`config.mk`:
```
export PLATFORM = sky130hd
export DESIGN_NAME = jtbubl_sndcomm
export DESIGN_NICKNAME = d
export VERILOG_FILES = /design/src/rtl/jtbubl_sndcomm.sv
export SDC_FILE = /design/constraint.sdc
export NUM_CORES = 1
export LEC_CHECK = 0
export ABC_AREA = 1
export CAP_MARGIN = 20
export CORE_ASPECT_RATIO = 1.4
export CORE_UTILIZATION = 40
export DETAILED_ROUTE_END_ITERATION = 12
export PLACE_DENSITY = 0.69
export SLEW_MARGIN = 0
export SYNTH_ARGS = -nofsm -noshare
export SYNTH_HDL_FRONTEND = slang
export SYNTH_SLANG_ARGS = --single-unit
```
`constraint.sdc`:
```
create_clock -name clk24 -period 1.4 [get_ports clk24]
set_input_delay 0.14 -clock clk24 [delete_from_list [all_inputs] [get_ports clk24]]
set_output_delay 0.14 -clock clk24 [all_outputs]
set_load 0.01 [all_outputs]
```
`src/rtl/jtbubl_sndcomm.sv`:
```
// Main-to-sound CPU mailbox: command latch (or 4-deep FIFO when JTBUBL_SNDFIFO_EN
// is defined), reply latch, edge-triggered NMI sequencing and sound-side reset sync.
module jtbubl_sndcomm (
  input  logic       clk24,
  input  logic       rst_n,
  input  logic [7:0] snd_latch,
  input  logic       snd_stb,
  input  logic       snd_rstn,
  output logic [7:0] main_latch,
  output logic       main_stb,
  output logic       snd_flag,
  input  logic       cen,
  input  logic       cs,
  input  logic [1:0] addr,
  input  logic       rd_n,
  input  logic       wr_n,
  input  logic [7:0] din,
  output logic [7:0] dout,
  output logic       nmi_n,
  output logic       snd_cpu_rst_n
);

  typedef enum logic [1:0] {NMI_IDLE, NMI_ARMED, NMI_SERVED} nmi_state_t;

  logic [1:0] rsync_q, rsync_d;
  logic       rd_last_q, rd_last_d;
  logic       wr_last_q, wr_last_d;
  logic [7:0] main_latch_q, main_latch_d;
  logic       main_stb_q, main_stb_d;
  logic [7:0] dout_q, dout_d;
  logic       nmi_en_q, nmi_en_d;
  logic       ovf_q, ovf_d;
  logic [1:0] gap_q, gap_d;
  nmi_state_t state_q, state_d;

  logic       rd_act, wr_act, rd_edge, wr_edge;
  logic       srst, pop, pend, more, ovf_set;
  logic [7:0] head;

  assign srst    = ~rsync_q[1];
  assign rd_act  = cs & ~rd_n;
  assign wr_act  = cs & ~wr_n;
  // Strobe history only advances on cen so a held strobe is seen as one access
  assign rd_edge = cen & rd_act & ~rd_last_q;
  assign wr_edge = cen & wr_act & ~wr_last_q;
  assign pop     = rd_edge & (addr == 2'd0) & pend;

`ifdef JTBUBL_SNDFIFO_EN
  logic [7:0] mem_q [4];
  logic [1:0] wptr_q, wptr_d, rptr_q, rptr_d;
  logic [2:0] cnt_q, cnt_d;
  logic [7:0] last_q, last_d;
  logic       push_ok;

  assign pend = (cnt_q != 3'd0);
  assign head = pend ? mem_q[rptr_q] : last_q;

  always_comb begin
    // A full FIFO still accepts a byte when the head leaves in the same cycle
    push_ok = snd_stb & ((cnt_q != 3'd4) | pop);
    ovf_set = snd_stb & ~push_ok;
    wptr_d  = push_ok ? wptr_q + 2'd1 : wptr_q;
    rptr_d  = pop ? rptr_q + 2'd1 : rptr_q;
    last_d  = pop ? mem_q[rptr_q] : last_q;
    cnt_d   = cnt_q + {2'b00, push_ok} - {2'b00, pop};
    more    = (cnt_d != 3'd0);
  end

  always_ff @(posedge clk24) begin
    if (push_ok) mem_q[wptr_q] <= snd_latch;
  end

  always_ff @(posedge clk24 or negedge rst_n) begin
    if (!rst_n) begin
      wptr_q <= 2'd0;
      rptr_q <= 2'd0;
      cnt_q  <= 3'd0;
      last_q <= 8'd0;
    end else begin
      wptr_q <= wptr_d;
      rptr_q <= rptr_d;
      cnt_q  <= cnt_d;
      last_q <= last_d;
    end
  end
`else
  logic [7:0] cmd_q, cmd_d;
  logic       pend_q, pend_d;

  assign pend = pend_q;
  assign head = cmd_q;

  always_comb begin
    cmd_d   = snd_stb ? snd_latch : cmd_q;
    pend_d  = snd_stb | (pend_q & ~pop);
    // Overwriting an unread command loses it, unless it is being read right now
    ovf_set = snd_stb & pend_q & ~pop;
    more    = pend_d;
  end

  always_ff @(posedge clk24 or negedge rst_n) begin
    if (!rst_n) begin
      cmd_q  <= 8'd0;
      pend_q <= 1'b0;
    end else begin
      cmd_q  <= cmd_d;
      pend_q <= pend_d;
    end
  end
`endif

  always_comb begin
    rsync_d      = {rsync_q[0], snd_rstn};
    rd_last_d    = cen ? rd_act : rd_last_q;
    wr_last_d    = cen ? wr_act : wr_last_q;
    main_latch_d = main_latch_q;
    main_stb_d   = 1'b0;
    nmi_en_d     = nmi_en_q;
    ovf_d        = ovf_q;
    dout_d       = dout_q;
    if (wr_edge) begin
      case (addr)
        2'd0: begin
          main_latch_d = din;
          main_stb_d   = 1'b1;
        end
        2'd1:    nmi_en_d = 1'b0;
        2'd2:    nmi_en_d = 1'b1;
        default: nmi_en_d = nmi_en_q;
      endcase
    end
    if (srst) nmi_en_d = 1'b0;
    if (rd_edge) begin
      case (addr)
        2'd0:    dout_d = head;
        2'd1:    dout_d = {5'b00000, ovf_q, nmi_en_q, pend};
        default: dout_d = 8'hFF;
      endcase
    end
    if (rd_edge && addr == 2'd1) ovf_d = 1'b0;
    if (ovf_set) ovf_d = 1'b1;
  end

  always_comb begin
    state_d = state_q;
    gap_d   = gap_q;
    case (state_q)
      NMI_IDLE: begin
        if (pend && nmi_en_q) state_d = NMI_ARMED;
      end
      NMI_ARMED: begin
        if (pop) begin
          state_d = more ? NMI_SERVED : NMI_IDLE;
          gap_d   = 2'd0;
        end
      end
      NMI_SERVED: begin
        // Hold nmi_n high for two cen cycles so the next command makes a fresh edge
        if (!pend) begin
          state_d = NMI_IDLE;
        end else if (cen) begin
          if (gap_q == 2'd1) begin
            state_d = NMI_ARMED;
            gap_d   = 2'd0;
          end else begin
            gap_d = gap_q + 2'd1;
          end
        end
      end
      default: state_d = NMI_IDLE;
    endcase
    if (srst || (wr_edge && addr == 2'd1)) begin
      state_d = NMI_IDLE;
      gap_d   = 2'd0;
    end
  end

  always_ff @(posedge clk24 or negedge rst_n) begin
    if (!rst_n) begin
      rsync_q      <= 2'b00;
      rd_last_q    <= 1'b0;
      wr_last_q    <= 1'b0;
      main_latch_q <= 8'd0;
      main_stb_q   <= 1'b0;
      dout_q       <= 8'hFF;
      nmi_en_q     <= 1'b0;
      ovf_q        <= 1'b0;
      gap_q        <= 2'd0;
      state_q      <= NMI_IDLE;
    end else begin
      rsync_q      <= rsync_d;
      rd_last_q    <= rd_last_d;
      wr_last_q    <= wr_last_d;
      main_latch_q <= main_latch_d;
      main_stb_q   <= main_stb_d;
      dout_q       <= dout_d;
      nmi_en_q     <= nmi_en_d;
      ovf_q        <= ovf_d;
      gap_q        <= gap_d;
      state_q      <= state_d;
    end
  end

  assign main_latch    = main_latch_q;
  assign main_stb      = main_stb_q;
  assign snd_flag      = pend;
  assign dout          = dout_q;
  assign nmi_n         = (state_q != NMI_ARMED);
  assign snd_cpu_rst_n = rst_n & rsync_q[1];

endmodule
```
# == Yosys cells after proc, flatten, opt, wreduce, memory -nomap -nowiden ==
# Cells that the tools add are included.
# word_totals
output_inout_bits,20
reg_bits,36
elab_cells,80
inputBits,26
# op_classes
bitwise,19
add_sub_neg,1
n_reduce_logical,12
muxes,22
n_eq_ne,14
# op_table
operator,n
two-way mux 2 bit,12
case mux 8 bit (2 select lines),1
bitwise AND 1 bit,12
"!= test 3 bit, second input constant",4
"!= test 4 bit, second input constant",2
AND reduction 4 bit,2
"== test 2 x 1 -> 1 bit, second input constant",3
two-way mux 1 bit,6
NOT 1 bit,6
case mux 2 bit (3 select lines),1
"== test 2 bit, second input constant",2
zero test 2 bit,2
"!= test 2 x 1 -> 1 bit, second input constant",2
case mux 2 bit (2 select lines),1
AND reduction 2 bit,2
logical AND 1 bit,3
"!= test 3 x 1 -> 1 bit, second input constant",1
nonzero test 3 bit,1
"adder 2 x 1 -> 2 bit, second input constant",1
case mux 1 bit (2 select lines),1
nonzero test 2 bit,1
logical OR 1 bit,1
bitwise OR 1 bit,1

# == Logic depth before layout (Yosys ltp) ==
# Gate-level depths: netlist of run 1.
# depth
word_depth,13
ltp_mapped,9
depth_no_buf,9

# == Least setup slack after synthesis of run 1 ==
# Ideal clock, no wire load.
# synth_path
path_kind,reg2reg
from,register state_q[1]
to,register state_q[1]
setup_ns,0.076
required_time_ns,1.324
slack_ns,0.118
n_path_buf,0
period_less_slack_ns,1.282
path_stages_with_launch,8
arrival_time_ns,1.206
cell_sequence,dfrtp_1 > inv_1 > ha_1 > inv_1 > or2_2 > nor2_1 > nand2_1 > o21ai_1
# synth_between
elab_chain_len,3
# synth_lines
item,line,text
from (decl),34,"nmi_state_t state_q, state_d;"
from (signal assigned),200,state_q <= state_d;
"== test 2 bit, or another cell as far along",147,case (state_q)
"!= test 4 bit (no line), or another cell as far along",n/a,
AND reduction 4 bit (no line) / two-way mux 2 bit (equally long branches),n/a,
# Several ways; a longest one is shown, not always the timed one.
# A chain may end at the register's enable or synchronous reset.

# == Worst setup path in the final report of run 1 ==
# layout_path
from,register state_q[1]
to,register state_q[0]
# Same word-level chain as after synthesis.

==> flow_metrics.env, run 1 <==
export IMPL_drc_errors=0
export IMPL_vias_per_cell=4.78
export IMPL_ys_seq_area_share_pct=57.5
export IMPL_synthFlopType="dfrtp_1"
export IMPL_worstPathMaxFanout=4
export IMPL_globalRouteTotalUtil_pct=19.1
export IMPL_hp_class="primary input to async pin"
export IMPL_numCtsBuffers=5
export IMPL_p_leak_uw=0.00108
export IMPL_synthesis_area_mm2=0.00158
export IMPL_layout_cells_non_filler=279
export IMPL_avgSynthCellArea_um2=9.04
export IMPL_cap_violations=0
export IMPL_synth_common_cells="nand2_1 (55), dfrtp_1 (28), o21ai_0 (18)"
export IMPL_placed_area_mm2=0.00213
export IMPL_first_iter_violations=59
export IMPL_timing_rr_end="state_q[0]"
export IMPL_fp_dieArea_mm2=0.00422
export IMPL_cts_root_buffer="clkbuf_8"
export IMPL_gp_congestion=0.720
export IMPL_worst_clock_skew_ps=6.19
export IMPL_switchingPower_uw=852
export IMPL_clk_latency_ps=280
export IMPL_power_frac_comb_pct=28.3
export IMPL_synth_edf_count=0
export IMPL_drive_above_1_share_pct=20.7
export IMPL_nets=266
export IMPL_reg2reg_depth=8
export IMPL_grt_pass1_vias=1361
export IMPL_wl_mm=3.48
export IMPL_holdBufCountCts=0
export IMPL_avgRoutedWirePerCell_um=12.5
export IMPL_synthArstFlopShare_pct=100
export IMPL_fin_crit_ps=1350
export IMPL_postRouteAntennaNets=0
export IMPL_synthMostInstantiatedCell="nand2_1"
export IMPL_synth_seq_cells=36
export IMPL_cts_max_path_buffers=2
export IMPL_synth_area_leaders="dfrtp_1 (44%), dfstp_2 (13%), nand2_1 (13%)"
export IMPL_initial_core_util_pct=42.7
export IMPL_slew_headroom_pct=69.7
export IMPL_rows=26
export IMPL_r2r_start="state_q[1]"
export IMPL_cts_sinks=36
export IMPL_power_total_uw=2900
export IMPL_grt_max_degree=37
export IMPL_max_freq_ghz=0.740
export IMPL_cts_htree_levels=2
export IMPL_p_per_area_mw_per_mm2=1270
export IMPL_r2r_setup_slack_ps=50
export IMPL_diodes=0
export IMPL_hold_viol_final=0
export IMPL_synth_nets=205
export IMPL_tritoncts="yes"
export IMPL_synth_distinct_cells=24
export IMPL_drv_slew=0
export IMPL_grt_setup_unrepaired="true"
export IMPL_p_sw_share_pct=29.4
export IMPL_core_area_mm2=0.00371
export IMPL_io_pins=46
export IMPL_netlist_instances=175
export IMPL_finalSetupViolCount=0
export IMPL_final_area_mm2=0.00229
export IMPL_grt_ovfl_total=0
export IMPL_layout_worst_path_cycle_share_pct=96.6
export IMPL_drtPass1Iterations=4
export IMPL_die_y_um=76.4
export IMPL_synth_top_area_share_pct=44.3
export IMPL_clk_pin_slew_ps=70
export IMPL_die_x_um=55.2
export IMPL_worst_pin_slew_ps=455
export IMPL_seqPwrFrac_pct=46.1
export IMPL_worstSetupPathType="flip-flop to flip-flop"
export IMPL_io_buffers=45
export IMPL_vias=1334
export IMPL_status="finished clean"
export IMPL_grt_antenna_before_repair=0
export IMPL_vdd_drop_max_mv=0.875
export IMPL_worstSetupStartpointType="flip-flop"
export IMPL_yosysTopAreaCell="dfrtp_1"
export IMPL_grt_first_pass_wirelength_mm=5.82
export IMPL_yosysWarnings=0
export IMPL_n_fill_cell=336
export IMPL_p_int_uw=2050
export IMPL_worstSetupEndpointType="flip-flop"
export IMPL_clockPowerShare_pct=25.6
export IMPL_crit_arrival_ps=1530
export IMPL_area_growth_pct=44.6
export IMPL_dp_cells=267
export IMPL_crit_required_ps=1580
export IMPL_hpwl_mm=2.44
[sequential cells by signal (all words and copies together), names as in the netlist]
name        flops
dout            8
ovf_q           1
cmd_q           8
snd_flag        1
rsync_q         2
state_q         2
main_latch      8
nmi_en_q        1
rd_last_q       1
wr_last_q       1
gap_q           2
main_stb        1
[power groups by stage]
stage | Clock (uW) | Combinational, uW | Sequential [uW]
floorplan | 0 | 336 | 1380
global placement | 0 | 795 | 1340
detailed placement | 0 | 802 | 1340
CTS | 774 | 783 | 1330
global route | 819 | 904 | 1360
finish | 743 | 821 | 1340
[routing by layer]
layer	GRT usage, %	vias up	share of wire [%]
li1	-	688	-
met1	22.0	607	41
met2	32.4	33	53
met3	4.19	6	3.6
met4	7.50	0	1.8
met5	0	-	0
[repair_timing]
action,CTS,global route
setup endpoints to repair,14,5
pin swaps,0,4
setup buffers,3,1
resized for setup,15,14
[logic make-up after synthesis]
logic type	synth area share, %
AO/OA/AOI/OAI	12.2
AND/OR/NAND/NOR	22.3
adder cells (fa/ha/maj)	3.16
buffers and inverters	4.82
flip-flops	57.5
[worst max-delay path, stage by stage (launching register included)]
cell	delay, ps
dfrtp_1	400
buf_6	140
ha_4	160
nand2_2	80
a31oi_2	40
nor2_1	160
nand2_2	100
nor2_1	110
nor2_1	60
[worst max path at each step]
stage,to,cells after the start,startpoint
4_1_cts,state_q[0],9,state_q[0]
2_1_floorplan,state_q[1],7,state_q[1]
5_1_grt,state_q[0],9,state_q[0]
3_5_place_dp,gap_q[0],7,cen
3_3_place_gp,main_latch[7],6,cen
6_report,state_q[0],8,state_q[1]
[cell type report]
cell class              count  area, um^2  area share (%)
well taps                  42        52.6            2.30
inverters                  18        70.1            3.06
repair buffers             56         520            22.7
clock buffers               8        90.1            3.94
flip-flops and latches     36         913            39.9
multi-input cells         119         642            28.0
[layout by cell type (no fill, tap or decap), types with 2 or more instances in the layout]
master / instances
nand3_1: 4
nor2_2: 3
ha_4: 2
inv_2: 3
clkdlybuf4s50_1: 35
dfstp_2: 8
nor2_1: 6
dfrtp_1: 26
o21ai_1: 6
a21oi_1: 5
dfrtp_2: 2
inv_1: 14
nand2_1: 54
clkbuf_1: 2
o21ai_0: 18
buf_4: 10
dlygate4sd2_1: 9
clkbuf_8: 6
o22ai_1: 4
nand2_2: 6
[stage by stage]
step | setup slack, ps | TNS [ps] | util (%) | hold slack [ps]
floorplan | 118 | 0 | - | -156
global placement | -23.8 | -93.2 | 57.4 | 332
detailed placement | -68.0 | -501 | 57.4 | 337
CTS | 2.24 | 0 | 60.5 | 302
global route | -44.8 | -47.6 | 61.7 | 307
finish | 48.0 | 0 | 61.7 | 302
Note: power is estimated with default switching activity, not from simulation.
==> run 2, diff against run 1 <==
Settings changed: PLACE_DENSITY 0.69 to 0.72, SETUP_SLACK_MARGIN set to 0.3.
Clock period 1.4 ns to 1.2 ns, I/O delays scaled along.
==> flow_metrics.env, run 2 (same netlist as run 1, synthesis figures left out) <==
export IMPL_status="finished, violations left"
export IMPL_violations="setup timing"
export IMPL_cts_sinks=36
export IMPL_fin_util_pct=73.2
export IMPL_wl_mm=4.11
export IMPL_cts_root_buffer="clkbuf_8"
export IMPL_final_area_mm2=0.00272
export IMPL_drive_above_1_share_pct=50.2
export IMPL_diodes=0
export IMPL_worstPathMaxFanout=4
export IMPL_cap_violations=0
export IMPL_hp_class="primary input to flip-flop"
export IMPL_grt_antenna_before_repair=0
export IMPL_grt_ovfl_total=0
export IMPL_drv_slew=0
export IMPL_crit_required_ps=1380
export IMPL_worst_pin_slew_ps=448
export IMPL_nets=290
export IMPL_worstSetupEndpointType="flip-flop"
export IMPL_core_area_mm2=0.00371
export IMPL_power_total_uw=4090
export IMPL_io_buffers=45
export IMPL_grt_max_degree=37
export IMPL_timing_rr_end="state_q[0]"
export IMPL_first_iter_violations=23
export IMPL_worstSetupPathType="flip-flop to flip-flop"
export IMPL_gp_congestion=0.816
export IMPL_rows=26
export IMPL_initial_core_util_pct=42.7
export IMPL_fin_crit_ps=1410
export IMPL_grt_pass1_vias=1475
export IMPL_cts_max_path_buffers=2
export IMPL_vias=1494
export IMPL_placed_area_mm2=0.00220
export IMPL_grt_setup_unrepaired="true"
export IMPL_whs_endpoint="rd_last_q"
export IMPL_worstSetupStartpointType="flip-flop"
export IMPL_numCtsBuffers=5
export IMPL_finalSetupViolCount=4
export IMPL_drc_errors=0
export IMPL_hpwl_mm=2.55
export IMPL_r2r_setup_slack_ps=-210
export IMPL_p_leak_uw=0.00130
export IMPL_clk_latency_ps=280
export IMPL_timing_final_ws_setup_ps=-213
export IMPL_reg2reg_depth=10
export IMPL_cts_htree_levels=2
export IMPL_worst_clock_skew_ps=8.71
export IMPL_drtPass1Iterations=4
export IMPL_fin_setup_tns_ps=-692
export IMPL_avgRoutedWirePerCell_um=13.6
export IMPL_fp_dieArea_mm2=0.00422
export IMPL_vdd_drop_max_mv=1.31
export IMPL_hold_viol_final=0
export IMPL_tritoncts="yes"
export IMPL_area_growth_pct=71.6
export IMPL_p_per_area_mw_per_mm2=1510
export IMPL_io_pins=46
export IMPL_whs_path_depth=2
export IMPL_most_common_layout_cells="nand2_1 (40), dfrtp_1 (27), buf_4 (24), clkdlybuf4s50_1 (19), buf_6 (19)"
export IMPL_die_x_um=55.2
export IMPL_layout_worst_path_cycle_share_pct=118
export IMPL_dpl_worst_slack_ps=-237
export IMPL_grt_first_pass_wirelength_mm=6.68
export IMPL_postRouteAntennaNets=0
export IMPL_max_freq_ghz=0.708
export IMPL_r2r_start="state_q[0]"
export IMPL_mostFrequentLayoutCell="nand2_1"
export IMPL_slew_headroom_pct=70.2
export IMPL_globalRouteTotalUtil_pct=22.1
export IMPL_crit_arrival_ps=1590
export IMPL_die_y_um=76.4
export IMPL_clk_pin_slew_ps=70
export IMPL_vias_per_cell=4.93
export IMPL_hp_start="rd_n"
-- run 2: cell count changes in the layout (fill, tap and decap cells not counted), sizes merged, moves of 2 or more --
cell and delta:
clkdlybuf4s50 -16, clkbuf -2, buf +42, dlygate4sd2 -4
-- run 2: final cells by class --
cell class / instances / area, um^2
clock buffers: 7 / 96.3
clock inverters: 1 / 30.0
well taps: 42 / 52.6
fillers: 261 / 992
multi-input cells: 121 / 835
repair buffers: 78 / 711
flip-flops and latches: 36 / 912
inverters: 18 / 80.1
-- run 2: layer usage --
| layer | share of wire, % | vias up | track usage [%] |
|---|---|---|---|
| met3 | 3.2 | 6 | 6.19 |
| met1 | 39 | 715 | 26.4 |
| met2 | 56 | 37 | 35.9 |
| met5 | 0 | - | 0 |
| met4 | 1.3 | 0 | 9.00 |
| li1 | - | 736 | - |
-- run 2: critical path, stage by stage (launching register included) --
cell and delay, ps:
dfrtp_1 420, buf_6 150, inv_6 50, ha_4 130
nand2_2 50, a31oi_1 140, nor2_1 70, nand2_2 100
nand2_1 70, nand2_1 70, nor2_1 50
-- run 2: worst max-delay path by stage --
| stage | from | to | slack [ps] | depth (start not counted) |
|---|---|---|---|---|
| 6_report | state_q[0] | state_q[0] | -210 | 10 |
| 5_1_grt | state_q[0] | state_q[0] | -340 | 10 |
| 4_1_cts | state_q[0] | state_q[1] | -130 | 6 |
| 3_5_place_dp | cen | main_latch[0] | -240 | 6 |
| 3_3_place_gp | cen | main_latch[0] | -210 | 6 |
| 2_1_floorplan | state_q[1] | state_q[1] | -20 | 7 |
-- run 2: per-stage QoR --
| step | std cells | hold WS [ps] |
|---|---|---|
| floorplan | 175 | -176 |
| global placement | 275 | 335 |
| detailed placement | 275 | 336 |
| CTS | 297 | 242 |
| global route | 303 | 156 |
| finish | 303 | 139 |
-- run 2: power breakdown --
group	switching, uW	internal (uW)
registers	131	1440
clock network	429	733
logic	632	722
-- run 2: what timing repair did --
action,4_1_cts,5_1_grt
endpoints found under the setup margin,44,45
cloned,3,0
setup buffers,11,6
resized for setup,146,37
pin swaps,26,23
hold buffers,0,0
==> run 3, diff against run 2 <==
Settings changed: CORE_MARGIN set to 3, PLACE_DENSITY 0.72 to 0.79.
==> flow_metrics.env, run 3 (same netlist as run 1, synthesis figures left out) <==
export IMPL_worst_clock_skew_ps=8.82
export IMPL_vdd_drop_max_mv=1.38
export IMPL_hp_class="primary input to async pin"
export IMPL_die_x_um=59.2
export IMPL_tritoncts="yes"
export IMPL_p_per_area_mw_per_mm2=1430
export IMPL_wl_mm=4.70
export IMPL_slowest_stage="dfrtp_1"
export IMPL_violations="setup timing"
export IMPL_worstSetupStartpointType="flip-flop"
export IMPL_worstPathCellList="buf_6 -> inv_4 -> ha_4 -> nand2_2 -> a31oi_2 -> nor2_1 -> nand2_2 -> nand2_1 -> nand2_1 -> nor2_1"
export IMPL_hpwl_mm=2.56
export IMPL_area_growth_pct=72.7
export IMPL_cts_root_buffer="clkbuf_8"
export IMPL_diodes=0
export IMPL_finalSetupViolCount=5
export IMPL_crit_buf_inv=2
export IMPL_avgRoutedWirePerCell_um=15.4
export IMPL_gr_usage_met3_pct=3.54
export IMPL_cts_max_path_buffers=2
export IMPL_core_area_mm2=0.00374
export IMPL_cts_sinks=36
export IMPL_vias_per_cell=5.10
export IMPL_die_y_um=80.4
export IMPL_r2r_start="state_q[0]"
export IMPL_timing_hold_ws_ps=89.9
export IMPL_timing_final_ws_setup_ps=-249
export IMPL_worstSetupPathType="flip-flop to flip-flop"
export IMPL_busiest_layer="met2"
export IMPL_rows=26
export IMPL_grt_first_pass_wirelength_mm=6.60
export IMPL_cap_violations=0
export IMPL_status="finished, violations left"
export IMPL_gp_congestion=0.818
export IMPL_max_freq_ghz=0.690
export IMPL_reg2reg_depth=10
export IMPL_globalRouteTotalUtil_pct=18.4
export IMPL_hold_viol_final=0
export IMPL_grt_ovfl_total=0
export IMPL_vias=1554
export IMPL_n_fill_cell=246
export IMPL_regArea_um2=912
export IMPL_holdBufCountCts=0
export IMPL_crit_required_ps=1380
export IMPL_layout_worst_path_cycle_share_pct=121
export IMPL_p_leak_uw=0.00131
export IMPL_met2_usage_pct=34.4
export IMPL_clk_pin_slew_ps=80
export IMPL_timing_rr_end="state_q[0]"
export IMPL_multi_input_area_um2=860
export IMPL_drv_slew=0
export IMPL_slew_headroom_pct=70.2
export IMPL_most_common_layout_cells="nand2_1 (39), dfrtp_1 (27), buf_4 (27), clkdlybuf4s50_1 (18), buf_6 (18)"
export IMPL_clk_latency_ps=290
export IMPL_drtPass1Iterations=5
export IMPL_critical_path_max_stage_delay_ps=400
export IMPL_r2r_setup_slack_ps=-250
export IMPL_numCtsBuffers=5
export IMPL_grtUsageMet1_pct=21.0
export IMPL_drc_errors=0
export IMPL_worst_pin_slew_ps=447
export IMPL_grt_antenna_before_repair=0
export IMPL_mostFrequentLayoutCell="nand2_1"
export IMPL_io_buffers=45
export IMPL_worstPathMaxFanout=4
export IMPL_dpl_worst_slack_ps=-278
export IMPL_io_pins=46
export IMPL_postRouteAntennaNets=0
export IMPL_fin_crit_ps=1450
export IMPL_initial_core_util_pct=42.3
export IMPL_drive_above_1_share_pct=50.2
export IMPL_worstSetupEndpointType="flip-flop"
export IMPL_cts_htree_levels=2
export IMPL_first_iter_violations=48
export IMPL_fp_dieArea_mm2=0.00476
export IMPL_grt_pass1_vias=1432
export IMPL_crit_arrival_ps=1630
export IMPL_fin_setup_tns_ps=-720
export IMPL_critPathTopFamily="simple AND/OR/NAND/NOR gates"
export IMPL_grt_max_degree=37
export IMPL_grt_setup_unrepaired="true"
export IMPL_nets=292
-- run 3: layer usage --
layer / up-vias / part of all wire [%]
li1: 747 / -
met1: 762 / 38
met2: 33 / 57
met3: 12 / 3.0
met4: 0 / 2.0
met5: - / 0
-- run 3: repair_timing --
| action | CTS | global route |
|---|---|---|
| setup buffers | 8 | 13 |
| resized for setup | 149 | 39 |
| setup endpoints to repair | 44 | 43 |
| pin swaps | 21 | 22 |
| cloned | 3 | 0 |
-- run 3: report_power, final --
part | internal [uW] | switching (uW) | leakage (uW)
Combinational | 765 | 683 | 0.000834
Sequential | 1440 | 134 | 0.000433
Clock | 468 | 418 | 0.0000455
-- run 3: stage by stage --
| step | total power [uW] | area (um^2) | cells | util (%) |
|---|---|---|---|---|
| after detailed placement | 2560 | 2180 | 273 | 58.3 |
| after global placement | 2550 | 2180 | 273 | 58.3 |
| after CTS | 3570 | 2480 | 292 | 66.2 |
| final | 3910 | 2730 | 305 | 73.1 |
| after global routing | 4110 | 2730 | 305 | 73.1 |
| after floorplan | 2020 | 1590 | 175 | - |
-- run 3: layout make-up --
| type | count | share of cell area [%] |
|---|---|---|
| clock buffer | 8 | 3.30 |
| inverter | 18 | 2.93 |
| multi-input combinational | 121 | 31.4 |
| sequential | 36 | 33.4 |
| tap | 42 | 1.92 |
| timing repair buffer | 80 | 27.0 |
-- run 3: worst max path at each step --
stage | from | endpoint | slack (ps) | cells after the start
floorplan | state_q[1] | state_q[1] | -20 | 7
finish | state_q[0] | state_q[0] | -250 | 10
global placement | rst_n | snd_cpu_rst_n | -250 | 4
detailed placement | addr[1] | state_q[0] | -280 | 7
global route | state_q[0] | state_q[0] | -320 | 10
CTS | state_q[1] | nmi_n | -150 | 4
